**config.mk**
```make
export PLATFORM = sky130hd
export DESIGN_NAME = serial_subtractor
export DESIGN_NICKNAME = d
export VERILOG_FILES = /design/src/rtl/serial_sub_pkg.sv /design/src/rtl/fs_cell.sv /design/src/rtl/serial_subtractor.sv
export SDC_FILE = /design/constraint.sdc
export NUM_CORES = 1
export LEC_CHECK = 0
export BUFFER_PORTS_ARGS = -buffer_cell sky130_fd_sc_hd__buf_4
export CAP_MARGIN = 10
export CORE_MARGIN = 3
export CORE_UTILIZATION = 53
export CTS_CLUSTER_DIAMETER = 100
export DETAILED_ROUTE_END_ITERATION = 8
export GPL_ROUTABILITY_DRIVEN = 0
export PLACE_DENSITY = 0.77
export SETUP_SLACK_MARGIN = 0.15
export SLEW_MARGIN = 5
export SYNTH_ARGS = -nofsm -noshare
export SYNTH_HDL_FRONTEND = slang
export SYNTH_SLANG_ARGS = --single-unit
```
**constraint.sdc**
```tcl
create_clock -name clk -period 3.6 [get_ports clk]
set_clock_uncertainty 0.1 [all_clocks]
set_input_delay 0 -clock clk [delete_from_list [all_inputs] [get_ports clk]]
set_output_delay 0 -clock clk [all_outputs]
set_load 0.03 [all_outputs]
```
**src/rtl/serial_sub_pkg.sv**
```systemverilog
// Shared definitions for the bit-serial subtractor.
//   state_t   : controller states (IDLE -> SHIFT -> DONE -> IDLE)
//   cnt_width : width of the bit counter, wide enough to hold WIDTH itself
package serial_sub_pkg;

  typedef enum logic [1:0] {
    S_IDLE  = 2'd0,
    S_SHIFT = 2'd1,
    S_DONE  = 2'd2
  } state_t;

  function automatic int cnt_width(input int w);
    return $clog2(w + 1);
  endfunction

endpackage

```
**src/rtl/fs_cell.sv**
```systemverilog
// Combinational 1-bit full subtractor: d = a - b - bin, bo = borrow-out.
// Ports:
//   a, b, bin : input bits (minuend, subtrahend, borrow-in)
//   d         : difference bit
//   bo        : borrow-out
module fs_cell (
  input  logic a,
  input  logic b,
  input  logic bin,
  output logic d,
  output logic bo
);

  always_comb begin
    d  = a ^ b ^ bin;
    // Borrow when b alone exceeds a, or when a==b and a borrow is pending.
    bo = (~a & b) | (~(a ^ b) & bin);
  end

endmodule

```
**src/rtl/serial_subtractor.sv**
```systemverilog
// Bit-serial WIDTH-bit subtractor: diff = a - b - bin, one bit per clock,
// LSB first, using a single fs_cell plus a borrow flop.
// Ports:
//   clk, rst            : clock (rising edge), synchronous active-high reset
//   in_valid / in_ready : operand handshake (in_ready only in IDLE)
//   a, b, bin           : minuend, subtrahend, initial borrow-in
//   out_valid/out_ready : result handshake (out_valid only in DONE)
//   diff, bout          : result modulo 2^WIDTH and final borrow-out
//   zero, ovf           : present only when SERIAL_SUB_FLAGS_EN is defined;
//                         diff==0 and signed overflow, valid with out_valid
// An accept at edge N gives out_valid after edge N+WIDTH+1: WIDTH shift
// cycles followed by one cycle that publishes the result to the outputs.
module serial_subtractor
  import serial_sub_pkg::*;
#(
  parameter int WIDTH = 8
) (
  input  logic             clk,
  input  logic             rst,
  input  logic             in_valid,
  output logic             in_ready,
  input  logic [WIDTH-1:0] a,
  input  logic [WIDTH-1:0] b,
  input  logic             bin,
  output logic             out_valid,
  input  logic             out_ready,
  output logic [WIDTH-1:0] diff,
  output logic             bout
`ifdef SERIAL_SUB_FLAGS_EN
  ,
  output logic             zero,
  output logic             ovf
`endif
);

  localparam int CNT_W = cnt_width(WIDTH);
  localparam logic [CNT_W-1:0] LAST_CNT = CNT_W'(WIDTH);

  state_t state, nstate;

  logic [CNT_W-1:0] cnt;
  logic             brw;
  logic [WIDTH-1:0] sh_a;
  logic [WIDTH-1:0] sh_b;
  logic [WIDTH-1:0] res_sr;
  logic             cell_d;
  logic             cell_bo;
  logic             accept;
  logic             last;

`ifdef SERIAL_SUB_FLAGS_EN
  // Operand MSBs are captured at accept because the shift regs consume them.
  logic             a_msb;
  logic             b_msb;
`endif

  assign accept = (state == S_IDLE) && in_valid;
  assign last   = (cnt == LAST_CNT);

  fs_cell u_cell (
    .a   (sh_a[0]),
    .b   (sh_b[0]),
    .bin (brw),
    .d   (cell_d),
    .bo  (cell_bo)
  );

  // State register
  always_ff @(posedge clk) begin
    if (rst) state <= S_IDLE;
    else     state <= nstate;
  end

  // Next-state logic
  always_comb begin
    nstate = state;
    unique case (state)
      S_IDLE:  if (in_valid)  nstate = S_SHIFT;
      S_SHIFT: if (last)      nstate = S_DONE;
      S_DONE:  if (out_ready) nstate = S_IDLE;
      default:                nstate = S_IDLE;
    endcase
  end

  // Handshake outputs
  always_comb begin
    in_ready  = (state == S_IDLE);
    out_valid = (state == S_DONE);
  end

  // Control state: borrow flop, bit counter and published result
  always_ff @(posedge clk) begin
    if (rst) begin
      brw  <= 1'b0;
      cnt  <= '0;
      diff <= '0;
      bout <= 1'b0;
`ifdef SERIAL_SUB_FLAGS_EN
      zero <= 1'b0;
      ovf  <= 1'b0;
`endif
    end else if (accept) begin
      brw <= bin;
      cnt <= '0;
    end else if (state == S_SHIFT) begin
      if (last) begin
        // Outputs move only here, so they hold the previous result meanwhile.
        diff <= res_sr;
        bout <= brw;
`ifdef SERIAL_SUB_FLAGS_EN
        zero <= (res_sr == '0);
        ovf  <= (a_msb ^ b_msb) & (a_msb ^ res_sr[WIDTH-1]);
`endif
      end else begin
        brw <= cell_bo;
        cnt <= cnt + CNT_W'(1);
      end
    end
  end

  // Operand and result shift registers (no reset: contents are qualified by state)
  always_ff @(posedge clk) begin
    if (accept) begin
      sh_a <= a;
      sh_b <= b;
`ifdef SERIAL_SUB_FLAGS_EN
      a_msb <= a[WIDTH-1];
      b_msb <= b[WIDTH-1];
`endif
    end else if ((state == S_SHIFT) && !last) begin
      sh_a   <= {1'b0, sh_a[WIDTH-1:1]};
      sh_b   <= {1'b0, sh_b[WIDTH-1:1]};
      // LSB-first: after WIDTH shifts the first bit lands in res_sr[0].
      res_sr <= {cell_d, res_sr[WIDTH-1:1]};
    end
  end

endmodule
```
### Word level (Yosys, flattened, before mapping)

Cells that the tools add are included.
W data, S select, Z words.

| word-level totals | value |
|---|---|
| output and inout port bits | 11 |
| logic and storage cells | 48 |
| bits in registers | 40 |
| bits of input ports | 21 |

| cells by class | value |
|---|---|
| bitwise logic cells | 9 |
| add/subtract/negate cells | 1 |
| muxes and demuxes | 11 |
| equality and inequality tests | 7 |
| reductions and logical operators | 12 |

Operator list:

| cell | number |
|---|---|
| $mux W8 | 4 |
| $mux W2 | 3 |
| $ne A2 B2 Y1 const B | 3 |
| $pmux W2 S3 | 1 |
| $reduce_and A2 Y1 | 3 |
| $reduce_and A3 Y1 | 2 |
| $add A4 B1 Y4 const B | 1 |
| $eq A4 B4 Y1 const B | 1 |
| $not A1 Y1 | 4 |
| $reduce_bool A2 Y1 | 2 |
| $mux W1 | 3 |
| $and A1 B1 Y1 | 2 |
| $eq A2 B1 Y1 const B | 1 |
| $eq A2 B2 Y1 const B | 1 |
| $logic_and A1 B1 Y1 | 2 |
| $logic_not A2 Y1 | 1 |
| $ne A2 B1 Y1 const B | 1 |
| $reduce_or A2 Y1 | 1 |
| $xor A1 B1 Y1 | 2 |
| $logic_not A1 Y1 | 1 |
| $or A1 B1 Y1 | 1 |

### Depth between registers and ports, before layout

| logic depth | value |
|---|---|
| word-level depth | 7 |
| depth in mapped cells | 7 |
| gate-level depth less buffers | 5 |

### By module

A second synthesis with hierarchy kept.

| unflattened totals | value |
|---|---|
| cell total of the unflattened synthesis | 132 |
| area total of the unflattened synthesis | 1,634.1 um^2 |

By module, submodules not included:

| module | sequential area each (um^2) | cells each | instances | area an instance (um^2) |
|---|---|---|---|---|
| serial_subtractor | 1,041.0 | 128 | 1 | 1,602.8 |
| fs_cell | 0.0 | 4 | 1 | 31.3 |

### Least setup slack after synthesis

OpenSTA, ideal clock, no wires.

| timing path | value |
|---|---|
| path type | register to register |
| from | register cnt[0] |
| to | register sh_a[0], enable pin |
| slack | 0.971 ns |
| path buffers | 1 |
| stages on the path, launching flop included | 6 |
| arrival time | 2.117 ns |
| setup time | 0.413 ns |
| clock period less this slack | 2.629 ns |
| required time | 3.087 ns |
| cells stage by stage | dfxtp_1 > inv_1 > ha_1 > and3b_1 > buf_6 > o21ai_0 |

| between the ends | value |
|---|---|
| word-level cells in the longest chain between the ends | 4 |

RTL lines:

| item | line | text |
|---|---|---|
| start: declaration | serial_subtractor.sv:41 | `logic [CNT_W-1:0] cnt;` |
| start signal: assignment | serial_subtractor.sv:116 | `cnt <= cnt + CNT_W'(1);` |
| $eq A4 B4 Y1 | serial_subtractor.sv:58 | `assign last = (cnt == LAST_CNT);` |
| $logic_not A1 Y1 | serial_subtractor.sv:130 | `end else if ((state == S_SHIFT) && !last) begin` |
| $logic_and A1 B1 Y1 | serial_subtractor.sv:130 |  |
| $reduce_bool A2 Y1 (no line) | -- |  |
| end signal: assignment | serial_subtractor.sv:131 | `sh_a <= {1'b0, sh_a[WIDTH-1:1]};` |
| end: declaration | serial_subtractor.sv:43 | `logic [WIDTH-1:0] sh_a;` |

No other way between the ends.
A chain may end at the register's enable or synchronous reset.

### Worst setup path after layout

| timing path | value |
|---|---|
| from | register cnt[0] |
| to | register res_sr[4], enable pin |

| between the ends | value |
|---|---|
| word-level cells in the longest chain between the ends | 4 |

RTL lines:

| item | line | text |
|---|---|---|
| $eq A4 B4 Y1 | serial_subtractor.sv:58 |  |
| $logic_not A1 Y1 | serial_subtractor.sv:130 |  |
| $logic_and A1 B1 Y1 | serial_subtractor.sv:130 |  |
| $reduce_and A2 Y1 (no line) | -- |  |
| end signal: assignment | serial_subtractor.sv:134 | `res_sr <= {cell_d, res_sr[WIDTH-1:1]};` |
| end: declaration | serial_subtractor.sv:45 | `logic [WIDTH-1:0] res_sr;` |

No other way between the ends.

==> impl_results.md <==
* Status: completed
* Initial Util at 0.579
* Drc violations at 0
* Number of flops mapped to enable cells by yosys at 24
* Crit-path slowest cell: nor2_1
* Max cap viols at 0
* RSZ-0062 raised after global routing: false
* Vias at 1325
* Die area at 3820 µm²
* Syn_area_per_cell at 10.2 µm²
* Final hold vios at 0
* Cell area after synthesis at 1650 µm²
* Buffer levels on the longest clock path at 2
* Die H at 61.8 µm
* Hold Slack at 0.174 ns
* Drt pass-1 iters at 4
* Synth unique cells at 26
* Worst IR Drop VDD at 271 µV
* Max Freq at 480 MHz
* Syn nets at 186
* Clock sink count at 40
* Net Sw Frac at 0.241
* Nets at 235
* DR vias/cell at 5.45
* # rows at 19
* Tcrit/Tclk final at 0.579
* Seq/Total Area, Yosys at 0.630
* Switch Pwr at 214 µW
* CORE AREA at 2850 µm²
* Crit path from: cnt[0]
* CP endpoint kind: flop
* Internal at 674 µW
* Global-route wire length before repair at 5930 µm
* Crit path max fanout at 17
* Antenna cells at 0
* Post-CTS Setup Inserts at 0
* Number of global-route vias before repair at 1347
* Synth Register Bits at 40
* Crit start category: flop
* GRT overflow at 0
* Pin count of the biggest net entering global routing at 19
* Clock share of power at 0.261
* Chip width at 61.8 µm
* Rel. slew slack at 0.377
* Setup-failing EPs final at 0
* Post-Route Setup TNS at 0 ns
* Comb pwr share at 0.124
* Yosys warnings at 0
* Clock latency on the worst-skew pair at 0.34 ns
* CP peak stage delay at 0.57 ns
* Final ANT Viol Nets at 0
* Delay-heaviest family, CP: simple AND/OR/NAND/NOR gates
* Commonest non-fill, non-tap cells in the layout: nand2_1, buf_4, edfxtp_1, dlygate4sd3_1, dfxtp_1
* Area growth syn-to-layout at 29.4%
* WP buf/inv at 1
* CTS root buf: clkbuf_4
* Ys flop type: edfxtp_1
* Sequential group share of total power at 0.615
* Fin crit period at 2.08 ns
* Hold path startpoint: in_valid
* Share of post-route cells with drive strength above 1 at 0.193
* HP Class: in2reg
* CP Cell Sequence: inv_1 > ha_1 > and3b_1 > nor2_1
* Reg2Reg Launch Point: cnt[0]
* Slew Viols, Final at 0
* TritonCTS clock tree: yes
* Antenna violations before repair at 0
* Routed WL at 3500 µm
* WS Path Type: reg2reg
* CP required at 3.49 ns
* Cells after synthesis at 162
* GR Util All Layers at 0.218
* Fillers at 202
* Worst-margin pin slew at 0.931 ns
* Final HPWL DP at 2340 µm
* Most common cell after layout, fill and taps aside: nand2_1
* Post-CTS resize count at 0
* Async S/R FF share, synth at 0
* Power per cell area at 415 nW/µm²
* Reg clk slew, reported paths at 0.11 ns
* Leakage at 0.000889 µW
* WP data arrival at 1.97 ns
* WL/cell at 14.4 µm
* H-tree Lvls at 2
* PortBufs at 31
* DR iter-0 viols at 68
* CTS Buf Count at 5
* Ports at 32
layout make-up:
class                      count  area [µm²]  share of cell area
multi-input combinational    106         541               0.253
timing repair buffer          51         430               0.201
tap                           31        38.8              0.0181
clock buffer                   6        51.3              0.0240
sequential                    40        1040               0.487
clock inverter                 2        10.0             0.00468
inverter                       7        26.3              0.0123
routing by layer:
metal / GRT usage / up-vias / share of wire
li1: - / 656 / -
met1: 0.259 / 623 / 0.38
met2: 0.369 / 39 / 0.55
met3: 0.0661 / 7 / 0.053
met4: 0.0848 / 0 / 0.018
met5: 0 / - / 0
path summary, 6_finish.rpt:
kind / endpoint / slack (ns) / cells after the start
worst max-delay path: res_sr[4] / 1.52 / 4
worst min-delay path: brw / 0.17 / 4
worst max register to register: res_sr[4] / 1.52 / 4
worst min register to register: res_sr[4] / 0.37 / 0
tightest hold or removal path: stages:
cell and delay (ns):
buf_4 0.11, nor3b_2 0.24, nand3_1 0.13, nand3_1 0.08
sequential cells by signal (all words and copies together), names as in the netlist:
name and cells:
diff 8, res_sr 8, sh_a 8, sh_b 8, cnt 4, state 2
bout 1, brw 1
power by group through the flow:
stage | clock, µW | sequential, µW | combinational (µW)
after global routing | 258 | 549 | 124
after detailed placement | 0 | 556 | 92.8
after global placement | 0 | 555 | 86.4
after floorplan | 0 | 552 | 57.3
after CTS | 238 | 546 | 109
final | 232 | 546 | 110
metrics by stage:
| step | utilization | total power [µW] | worst slack, ns | cells | cell area, µm² |
|---|---|---|---|---|---|
| global placement | 0.661 | 641 | 1.67 | 216 | 1890 |
| finish | 0.750 | 888 | 1.52 | 243 | 2140 |
| CTS | 0.750 | 893 | 1.53 | 243 | 2140 |
| detailed placement | 0.661 | 649 | 1.52 | 216 | 1890 |
| global route | 0.750 | 932 | 1.40 | 243 | 2140 |
| floorplan | - | 610 | 0.971 | 162 | 1650 |
timing repair:
item / in CTS / in global routing
endpoints found under the setup margin: 0 / 0
endpoints found under the hold margin: 28 / 0
hold buffers: 19 / 0
cell usage after synthesis, types with 2 or more instances:
master    count  share of area
nand2_1      43          0.098
edfxtp_1     24           0.44
dfxtp_1      16           0.19
nand3_1      14          0.042
a21oi_1      13          0.039
o21ai_0      13          0.039
inv_1         7          0.016
clkbuf_1      5          0.011
nor2_1        4         0.0091
and2_1        3          0.011
buf_2         3         0.0091
ha_1          2          0.015
nor2b_1       2         0.0076
kinds of logic after synthesis:
logic type	after synthesis	synth area share
DFF	40	0.630
and+or+nand+nor	74	0.207
AOI/OAI and AO/OA	29	0.0931
buffers and inverters	16	0.0432
adders and majority gates	3	0.0273
Power figures use the tool's default switching activity.
